--- src/rtl/seq_divider.sv ---
// Radix-2 restoring unsigned divider: 2*WIDTH-bit dividend over WIDTH-bit divisor.
// One quotient bit per cycle, valid/ready handshake on both sides.
module seq_divider #(
    parameter int WIDTH = 16
) (
    input  logic               clk,
    input  logic               rst_n,
    input  logic               in_valid,
    output logic               in_ready,
    input  logic [2*WIDTH-1:0] dividend,
    input  logic [WIDTH-1:0]   divisor,
    output logic               out_valid,
    input  logic               out_ready,
    output logic [WIDTH-1:0]   quotient,
    output logic [WIDTH-1:0]   remainder,
    output logic               div_by_zero,
    output logic               overflow
);

    localparam int CW = $clog2(WIDTH);

    typedef enum logic [1:0] {
        IDLE = 2'd0,
        BUSY = 2'd1,
        DONE = 2'd2
    } state_t;

    state_t state, state_nx;

    logic [WIDTH-1:0] r_q, q_q, d_q;
    logic [CW-1:0]    cnt;

    logic [WIDTH:0]   sh;
    logic             ge;
    logic [WIDTH-1:0] r_nx, q_nx;
    logic             last;
    logic             zero_div, ovf;
    logic [WIDTH-1:0] div_hi, div_lo;

    assign div_hi   = dividend[2*WIDTH-1:WIDTH];
    assign div_lo   = dividend[WIDTH-1:0];
    assign zero_div = (divisor == '0);
    assign ovf      = (div_hi >= divisor);

    // R was below D before the shift, so the difference always fits WIDTH bits
    assign sh   = {r_q, q_q[WIDTH-1]};
    assign ge   = (sh >= {1'b0, d_q});
    assign r_nx = ge ? (sh[WIDTH-1:0] - d_q) : sh[WIDTH-1:0];
    assign q_nx = {q_q[WIDTH-2:0], ge};
    assign last = (cnt == CW'(WIDTH - 1));

    assign in_ready  = (state == IDLE);
    assign out_valid = (state == DONE);

    always_ff @(posedge clk or negedge rst_n) begin
        if (!rst_n) state <= IDLE;
        else        state <= state_nx;
    end

    always_comb begin
        state_nx = state;
        unique case (state)
            IDLE: begin
                if (in_valid) begin
                    if (zero_div || ovf) state_nx = DONE;
                    else                 state_nx = BUSY;
                end
            end
            BUSY: if (last) state_nx = DONE;
            DONE: if (out_ready) state_nx = IDLE;
            default: state_nx = IDLE;
        endcase
    end

    always_ff @(posedge clk or negedge rst_n) begin
        if (!rst_n) begin
            r_q         <= '0;
            q_q         <= '0;
            d_q         <= '0;
            cnt         <= '0;
            quotient    <= '0;
            remainder   <= '0;
            div_by_zero <= 1'b0;
            overflow    <= 1'b0;
        end else begin
            unique case (state)
                IDLE: begin
                    if (in_valid) begin
                        if (zero_div) begin
                            quotient    <= '1;
                            remainder   <= div_lo;
                            div_by_zero <= 1'b1;
                            overflow    <= 1'b0;
                        end else if (ovf) begin
                            quotient    <= '1;
                            remainder   <= div_lo;
                            div_by_zero <= 1'b0;
                            overflow    <= 1'b1;
                        end else begin
                            r_q <= div_hi;
                            q_q <= div_lo;
                            d_q <= divisor;
                            cnt <= '0;
                        end
                    end
                end
                BUSY: begin
                    r_q <= r_nx;
                    q_q <= q_nx;
                    cnt <= cnt + 1'b1;
                    if (last) begin
                        quotient    <= q_nx;
                        remainder   <= r_nx;
                        div_by_zero <= 1'b0;
                        overflow    <= 1'b0;
                    end
                end
                DONE: ;
                default: ;
            endcase
        end
    end

endmodule

--- config.mk ---
export PLATFORM = sky130hd
export DESIGN_NAME = seq_divider
export DESIGN_NICKNAME = d
export VERILOG_FILES = /design/src/rtl/seq_divider.sv
export SDC_FILE = /design/constraint.sdc
export NUM_CORES = 1
export LEC_CHECK = 0
export CORE_UTILIZATION = 58
export DETAILED_ROUTE_END_ITERATION = 16
export GPL_ROUTABILITY_DRIVEN = 0
export GPL_TIMING_DRIVEN = 1
export PLACE_DENSITY = 0.87
export SYNTH_ARGS = -nofsm -noshare
export SYNTH_HDL_FRONTEND = slang
export SYNTH_SLANG_ARGS = --single-unit
--- constraint.sdc ---
create_clock -name clk -period 3.78 [get_ports clk]
set_input_delay 0.378 -clock clk [delete_from_list [all_inputs] [get_ports clk]]
set_output_delay 0.378 -clock clk [all_outputs]
set_load 0.01 [all_outputs]
==> out/results.ini, run 1 <==
[status]
status = completed

[routing]
detailroute.via_count = 4643
route.detailed.wl_per_inst_um = 17.8
drt_drc_violations_left = 0
route.final.wire_length_um = 13300
drt-vias-per-instance = 6.19
firstDrtPassIters = 5
dr.first_iter.drc_count = 405
ant_nets = 0

[sta]
setup_viol_count_final = 0
clock.fmax_mhz = 333
final.setup.worst_slack_ns = 0.779
slew_headroom = 0.276
setup-tns-final_ns = 0
actual_slew_at_the_worst_max_slew_pin_ns = 1.09
fraction_of_the_cycle_the_final_worst_path_needs = 0.794
timing_hold_violations_final = 0
clock-skew-final_ns = 0.0120
final_max_slew_viol_count = 0
rsz0062_at_grt = false
min_period_ns = 3.00

[critical_path]
critical_path.endpoint_type = register
crit_required_ns = 4.03
cp-start-kind = register
critPathBufInv = 1
cpPeakStageDelay_ns = 0.42
critical_path_arrival_ns = 3.25
crit_fanout = 11
crit_slowest_cell = sky130_fd_sc_hd__dfrtp_1
path_delay_family = compound AO/OA/AOI/OAI gates
critical_path.cell_chain = ha_1 -> a21oi_1 -> nand2_1 -> a31oi_1 -> o41a_1 -> a21o_1 -> buf_4 -> mux2i_1 -> nor2_1 -> a211o_1
crit_type = reg2reg

[logic_synthesis]
dominantRegCellSynth = sky130_fd_sc_hd__dfrtp_1
synthesis.instances = 562
synth_top_area_share = 0.438
async_reset_ff_frac = 1.00
netlist_top_cells_area = sky130_fd_sc_hd__dfrtp_1, sky130_fd_sc_hd__ha_1, sky130_fd_sc_hd__nand2_1
synth-seq-cells = 88
number_of_enable_type_register_cells_in_the_synthesized_netlist = 0
postSynthAreaPerCell_um2 = 8.95
ys_warns = 0
synth.distinct_cells = 56
synth_top_cell_by_area = sky130_fd_sc_hd__dfrtp_1
synthesis.nets = 648
synth.cell_area_um2 = 5030
synth.yosys.seq_area_share = 0.438

[power]
power-per-cell-area_nw_per_um2 = 1030
power.static_leakage_nw = 2.83
peakVddDrop_mv = 0.439
total_power_mw = 6.33

[grt]
grt_antenna_before_repair = 0
largest_net_degree_at_the_start_of_global_routing = 89
met2_usage_in_global_routing = 0.505
use_met3 = 0.0638
grt_pass1_vias = 4438
global_route_wire_length_before_repair_um = 21300
grt_util_met1 = 0.403
top_usage_layer = met2
grt_total_ovfl = 0
grt_use_total = 0.309

[clocking]
sinks_on_clock_net = 88
cts.htree.levels = 3
cts-resized-gates = 0
holdBufCountCts = 0
clkSlewWorstSetupHoldPaths_ns = 0.09
clk_root_buffer_cell = sky130_fd_sc_hd__clkbuf_8
numCtsBuffers = 9
clkLatencyLatePin_ns = 0.37
cts_setup_buffers = 0
cts-root-to-sink-buffers = 2
tritoncts = yes

[floorplan]
design.portCount = 88
dieHeight_um = 95.1
die_area_um2 = 9050
die_width_um = 95.1
count_of_standard_cell_rows = 33
initial_core_util = 0.606
core_area_um2 = 8300

[final_layout]
design.final.nets = 727
drive_gt1_frac = 0.0496
antennaDiodeCount = 0
synthToLayoutAreaGrowth_pct = 22.7
final_core_utilization = 0.743

[job]
max_cap_violations = 0

[placement]
dp_worst_setup_slack_ns = 0.455
buffer_ports.inserted = 87
hpwl_dp_um = 9580

[hold_path]
min-delay-path-class = in2async

flip-flops by register name, summed over array words and instances (netlist names):
signal       count
r_q             16
remainder       16
q_q             16
overflow         1
quotient        16
state            2
div_by_zero      1
d_q             16
cnt              4
metal layers:
layer | part of all wire | wire, um
met5 | 0 | 0
met4 | 0.029 | 392
met3 | 0.079 | 1060
met2 | 0.48 | 6390
met1 | 0.41 | 5490
kinds of logic (layout without fill, tap and decap cells):
kind of cell,Yosys count,in the layout,share of synthesized area
compound gates,154,154,0.207
simple gates,192,192,0.162
mux,10,10,0.0202
flops,88,88,0.438
fa+ha+maj,34,34,0.0861
xor+xnor,15,15,0.0261
buf+inv,69,152,0.0607
where the power goes:
part / total [mW] / switching [mW] / internal [mW] / leakage (nW)
sequential: 1.71 / 0.299 / 1.42 / 1.04
combinational: 3.88 / 2.21 / 1.67 / 1.68
clock: 0.734 / 0.342 / 0.391 / 0.110
synth_stat cells, types with 3 or more instances:
cell and instances:
sky130_fd_sc_hd__and2_1 3, sky130_fd_sc_hd__buf_2 10, sky130_fd_sc_hd__clkbuf_1 12, sky130_fd_sc_hd__o21ai_0 46, sky130_fd_sc_hd__inv_1 40, sky130_fd_sc_hd__nor2_1 42, sky130_fd_sc_hd__a221o_1 11, sky130_fd_sc_hd__ha_1 33
sky130_fd_sc_hd__a31oi_1 17, sky130_fd_sc_hd__mux2i_1 9, sky130_fd_sc_hd__a21oi_1 23, sky130_fd_sc_hd__xnor2_1 8, sky130_fd_sc_hd__nand2b_1 4, sky130_fd_sc_hd__dfrtp_1 88, sky130_fd_sc_hd__xor2_1 7, sky130_fd_sc_hd__a21o_1 10
sky130_fd_sc_hd__nor3_1 3, sky130_fd_sc_hd__o22a_1 11, sky130_fd_sc_hd__buf_6 4, sky130_fd_sc_hd__o21ai_1 3, sky130_fd_sc_hd__nand2_1 109, sky130_fd_sc_hd__nand4_1 6, sky130_fd_sc_hd__nor4_1 5, sky130_fd_sc_hd__a211oi_1 6
sky130_fd_sc_hd__a22oi_1 4, sky130_fd_sc_hd__nand3_1 10
placed cells by master (no fill, tap or decap), drive strengths merged, types with 2 or more instances in the layout:
| master | n |
|---|---|
| and2 | 3 |
| a2111o | 2 |
| bufinv | 2 |
| ha | 33 |
| o211ai | 2 |
| clkbuf | 11 |
| a22oi | 4 |
| a31oi | 17 |
| o22ai | 2 |
| a211oi | 6 |
| nand3 | 10 |
| dfrtp | 88 |
| mux2i | 9 |
| a221oi | 2 |
| a221o | 11 |
| buf | 10 |
| nand3b | 2 |
| o21ai | 49 |
| nand2 | 110 |
| a211o | 2 |
| a21o | 10 |
| nand2b | 4 |
| o221ai | 2 |
| a21oi | 23 |
| and3 | 2 |
| nor3 | 3 |
| xnor2 | 8 |
| o21bai | 2 |
| nor2b | 2 |
| nor2 | 42 |
| nand4 | 6 |
| xor2 | 7 |
| inv | 41 |
| o22a | 11 |
| nor4 | 5 |
| clkdlybuf4s50 | 86 |
| clkinv | 2 |
stage by stage:
| step | std cells | instance area (um2) | hold slack (ns) |
|---|---|---|---|
| after global routing | 750 | 6170 | 0.299 |
| final | 750 | 6170 | 0.215 |
| after CTS | 750 | 6170 | 0.265 |
| after floorplan | 562 | 5030 | 0.0824 |
| after detailed placement | 735 | 5950 | 0.456 |
| after global placement | 735 | 5950 | 0.449 |
cell type report:
| cell class | instances | area, um2 |
|---|---|---|
| fillers | 588 | 2130 |
| inverters | 41 | 154 |
| clock buffers | 11 | 141 |
| flip-flops and latches | 88 | 2200 |
| multi-input cells | 405 | 2530 |
| well taps | 105 | 131 |
| repair buffers | 96 | 936 |
| clock inverters | 4 | 77.6 |
worst register-to-register path: cells and delay by family, from the launching register on:
family	cells	cell delay, ns
AOI/OAI and AO/OA	5	1.29
adders and majority gates	1	0.38
buffers and inverters	1	0.22
DFF	1	0.42
muxes	1	0.38
and+or+nand+nor	2	0.21
final timing paths:
kind,from,to,slack (ns),depth (start not counted)
setup / recovery,r_q[1],remainder[9],0.78,10
max in group asynchronous,rst_n,r_q[7],2.87,1
min in group clk,quotient[7],quotient[7],0.47,2
hold reg to reg,quotient[7],quotient[7],0.47,2
hold / removal,rst_n,q_q[5],0.21,1
setup reg to reg,r_q[1],remainder[9],0.78,10
Power figures use the tool's default switching activity.
==> run 2, diff against run 1 <==
--- a/config.mk
+++ b/config.mk
@@ -5,11 +5,11 @@
 export SDC_FILE = /design/constraint.sdc
 export NUM_CORES = 1
 export LEC_CHECK = 0
-export CORE_UTILIZATION = 58
+export CORE_UTILIZATION = 48
 export DETAILED_ROUTE_END_ITERATION = 16
 export GPL_ROUTABILITY_DRIVEN = 0
 export GPL_TIMING_DRIVEN = 1
-export PLACE_DENSITY = 0.87
+export PLACE_DENSITY = 0.77
 export SYNTH_ARGS = -nofsm -noshare
 export SYNTH_HDL_FRONTEND = slang
 export SYNTH_SLANG_ARGS = --single-unit
==> constraint.sdc (replaced) <==
create_clock -name clk -period 2.5 [get_ports clk]
set_input_delay 0.25 -clock clk [delete_from_list [all_inputs] [get_ports clk]]
set_output_delay 0.25 -clock clk [all_outputs]
set_load 0.01 [all_outputs]
==> out/results.ini, run 2 (synthesized netlist as in run 1, its figures left out) <==
[status]
status = finished with violations
failed_checks = setup timing

[sta]
actual_slew_at_the_worst_max_slew_pin_ns = 0.516  ; -0.570 ns
setup_viol_count_final = 25  ; +25
final.setup.worst_slack_ns = -0.223  ; -1.00 ns
timing_hold_violations_final = 0  ; unchanged
min_period_ns = 2.72  ; -0.278 ns
clock.fmax_mhz = 367  ; +10%
fraction_of_the_cycle_the_final_worst_path_needs = 1.09  ; +0.295
clock-skew-final_ns = 0.0105  ; -0.00149 ns
final_max_slew_viol_count = 0  ; unchanged
rsz0062_at_grt = true
slew_headroom = 0.656  ; +0.380

[floorplan]
die_width_um = 104  ; +9.7%
design.portCount = 88  ; unchanged
initial_core_util = 0.505  ; -0.101
dieHeight_um = 104  ; +9.7%
count_of_standard_cell_rows = 36  ; +9.1%
core_area_um2 = 9950  ; +20%
die_area_um2 = 10900  ; +20%

[final_layout]
final_design_area_no_fill_um2 = 7560  ; +22%
drive_gt1_frac = 0.270  ; +0.220
synthToLayoutAreaGrowth_pct = 50.3
layout.cells.non_filler = 886  ; +18%
layout.cells.most_common = sky130_fd_sc_hd__nand2_1
design.final.nets = 835  ; +15%
antennaDiodeCount = 0  ; unchanged
highest_count_cells_in_the_layout_ignoring_fill_and_taps = sky130_fd_sc_hd__nand2_1, sky130_fd_sc_hd__buf_4, sky130_fd_sc_hd__dfrtp_1

[routing]
firstDrtPassIters = 6  ; +1
dr.first_iter.drc_count = 566  ; +40%
ant_nets = 0  ; unchanged
detailroute.via_count = 5390  ; +16%
route.final.wire_length_um = 17300  ; +29%
drt-vias-per-instance = 6.08  ; -1.7%
route.detailed.wl_per_inst_um = 19.5  ; +9.5%
drt_drc_violations_left = 0  ; unchanged

[placement]
dp_worst_setup_slack_ns = -0.452  ; -0.907 ns
numPlacedInstances = 849  ; +16%
hpwl_dp_um = 10600  ; +10%
post_dp_cell_area_um2 = 6680  ; +12%
buffer_ports.inserted = 87  ; unchanged

[grt]
largest_net_degree_at_the_start_of_global_routing = 53  ; -40%
grt_antenna_before_repair = 0  ; unchanged
global_route_wire_length_before_repair_um = 25300  ; +19%
grt_pass1_vias = 5149  ; +16%
grt_total_ovfl = 0  ; unchanged
grt_use_total = 0.296  ; -0.0132

[hold_path]
worstHoldPathCells = 3
min-delay-path-class = in2reg

[clocking]
tritoncts = yes
cts.htree.levels = 3  ; unchanged
clkSlewWorstSetupHoldPaths_ns = 0.09  ; about the same
clk_root_buffer_cell = sky130_fd_sc_hd__clkbuf_8
clkLatencyLatePin_ns = 0.39  ; +0.02 ns
sinks_on_clock_net = 88  ; unchanged
numCtsBuffers = 9  ; unchanged
cts-root-to-sink-buffers = 2  ; unchanged

[power]
power-per-cell-area_nw_per_um2 = 1720  ; +68%
total_power_mw = 13.0  ; +110%
peakVddDrop_mv = 0.784  ; +79%
power.static_leakage_nw = 3.49  ; +23%

[critical_path]
critical_path_arrival_ns = 2.99  ; -0.26 ns
cp-start-kind = register
critical_path.endpoint_type = register
crit_required_ns = 2.77  ; -1.26 ns
r2r_cell_count = 12  ; +2
crit_type = reg2reg
crit_fanout = 3  ; -8

[job]
max_cap_violations = 0  ; unchanged

==> run 2: cell types whose count changed in the layout (fill, tap and decap cells not counted), moves of 7 or more <==
cell,change
sky130_fd_sc_hd__buf_4,+92
sky130_fd_sc_hd__buf_6,+7
sky130_fd_sc_hd__ha_1,-9
sky130_fd_sc_hd__ha_4,+8
sky130_fd_sc_hd__nor2_1,-7
==> run 2: cell type report <==
type / instances / area [um2]
Clock buffer: 10 / 128
Clock inverter: 5 / 58.8
Fill cell: 614 / 2400
Inverter: 41 / 154
Multi-Input combinational cell: 405 / 2930
Sequential cell: 88 / 2200
Tap cell: 133 / 166
Timing Repair Buffer: 204 / 1920
==> run 2: path summary, 6_finish.rpt <==
path	slack [ns]	to	startpoint
max	-0.22	r_q[14]	q_q[15]
min	0.17	d_q[5]	divisor[5]
max reg2reg	-0.22	r_q[14]	q_q[15]
min reg2reg	0.47	quotient[12]	quotient[12]
max in group asynchronous	1.47	d_q[13]	rst_n
min in group asynchronous	0.37	r_q[0]	rst_n
==> run 2: repair_timing <==
item | in CTS | in global routing
hold buffers | 1 | 0
gates cloned | 3 | 0
pin swaps | 24 | 37
setup buffers | 11 | 14
hold endpoints to repair | 36 | 0
resized for setup | 44 | 57
endpoints found under the setup margin | 49 | 42
==> run 2: metal layers <==
layer  track usage  vias to the layer above  part of all wire
li1              -                     2344                 -
met3        0.0564                       93             0.084
met2         0.517                      365              0.50
met5             0                        -                 0
met4         0.131                        0             0.048
met1         0.352                     2588              0.37
==> run 2: per-stage QoR <==
stage	util	hold slack, ns	TNS [ns]
after CTS	0.725	0.362	-1.30
after global routing	0.759	0.194	-3.59
after detailed placement	0.671	0.255	-31.41
after global placement	0.671	0.250	-28.39
after floorplan	-	-0.0456	0
final	0.759	0.170	-1.79
==> run 2: where the power goes <==
part,internal [mW],switching [mW]
sequential,2.14,0.491
combinational,4.71,4.67
clock,0.457,0.558
total,7.31,5.71
==> run 2: worst max-delay path, stage by stage (launching register included) <==
cell and delay (ns):
sky130_fd_sc_hd__dfrtp_1 0.39, sky130_fd_sc_hd__inv_2 0.08, sky130_fd_sc_hd__ha_4 0.13, sky130_fd_sc_hd__inv_2 0.04
sky130_fd_sc_hd__fa_2 0.36, sky130_fd_sc_hd__a21o_1 0.21, sky130_fd_sc_hd__a221oi_2 0.23, sky130_fd_sc_hd__o31a_1 0.26
sky130_fd_sc_hd__o21bai_2 0.10, sky130_fd_sc_hd__a21oi_2 0.18, sky130_fd_sc_hd__xor2_2 0.19, sky130_fd_sc_hd__o21ai_2 0.12
sky130_fd_sc_hd__a221o_1 0.29
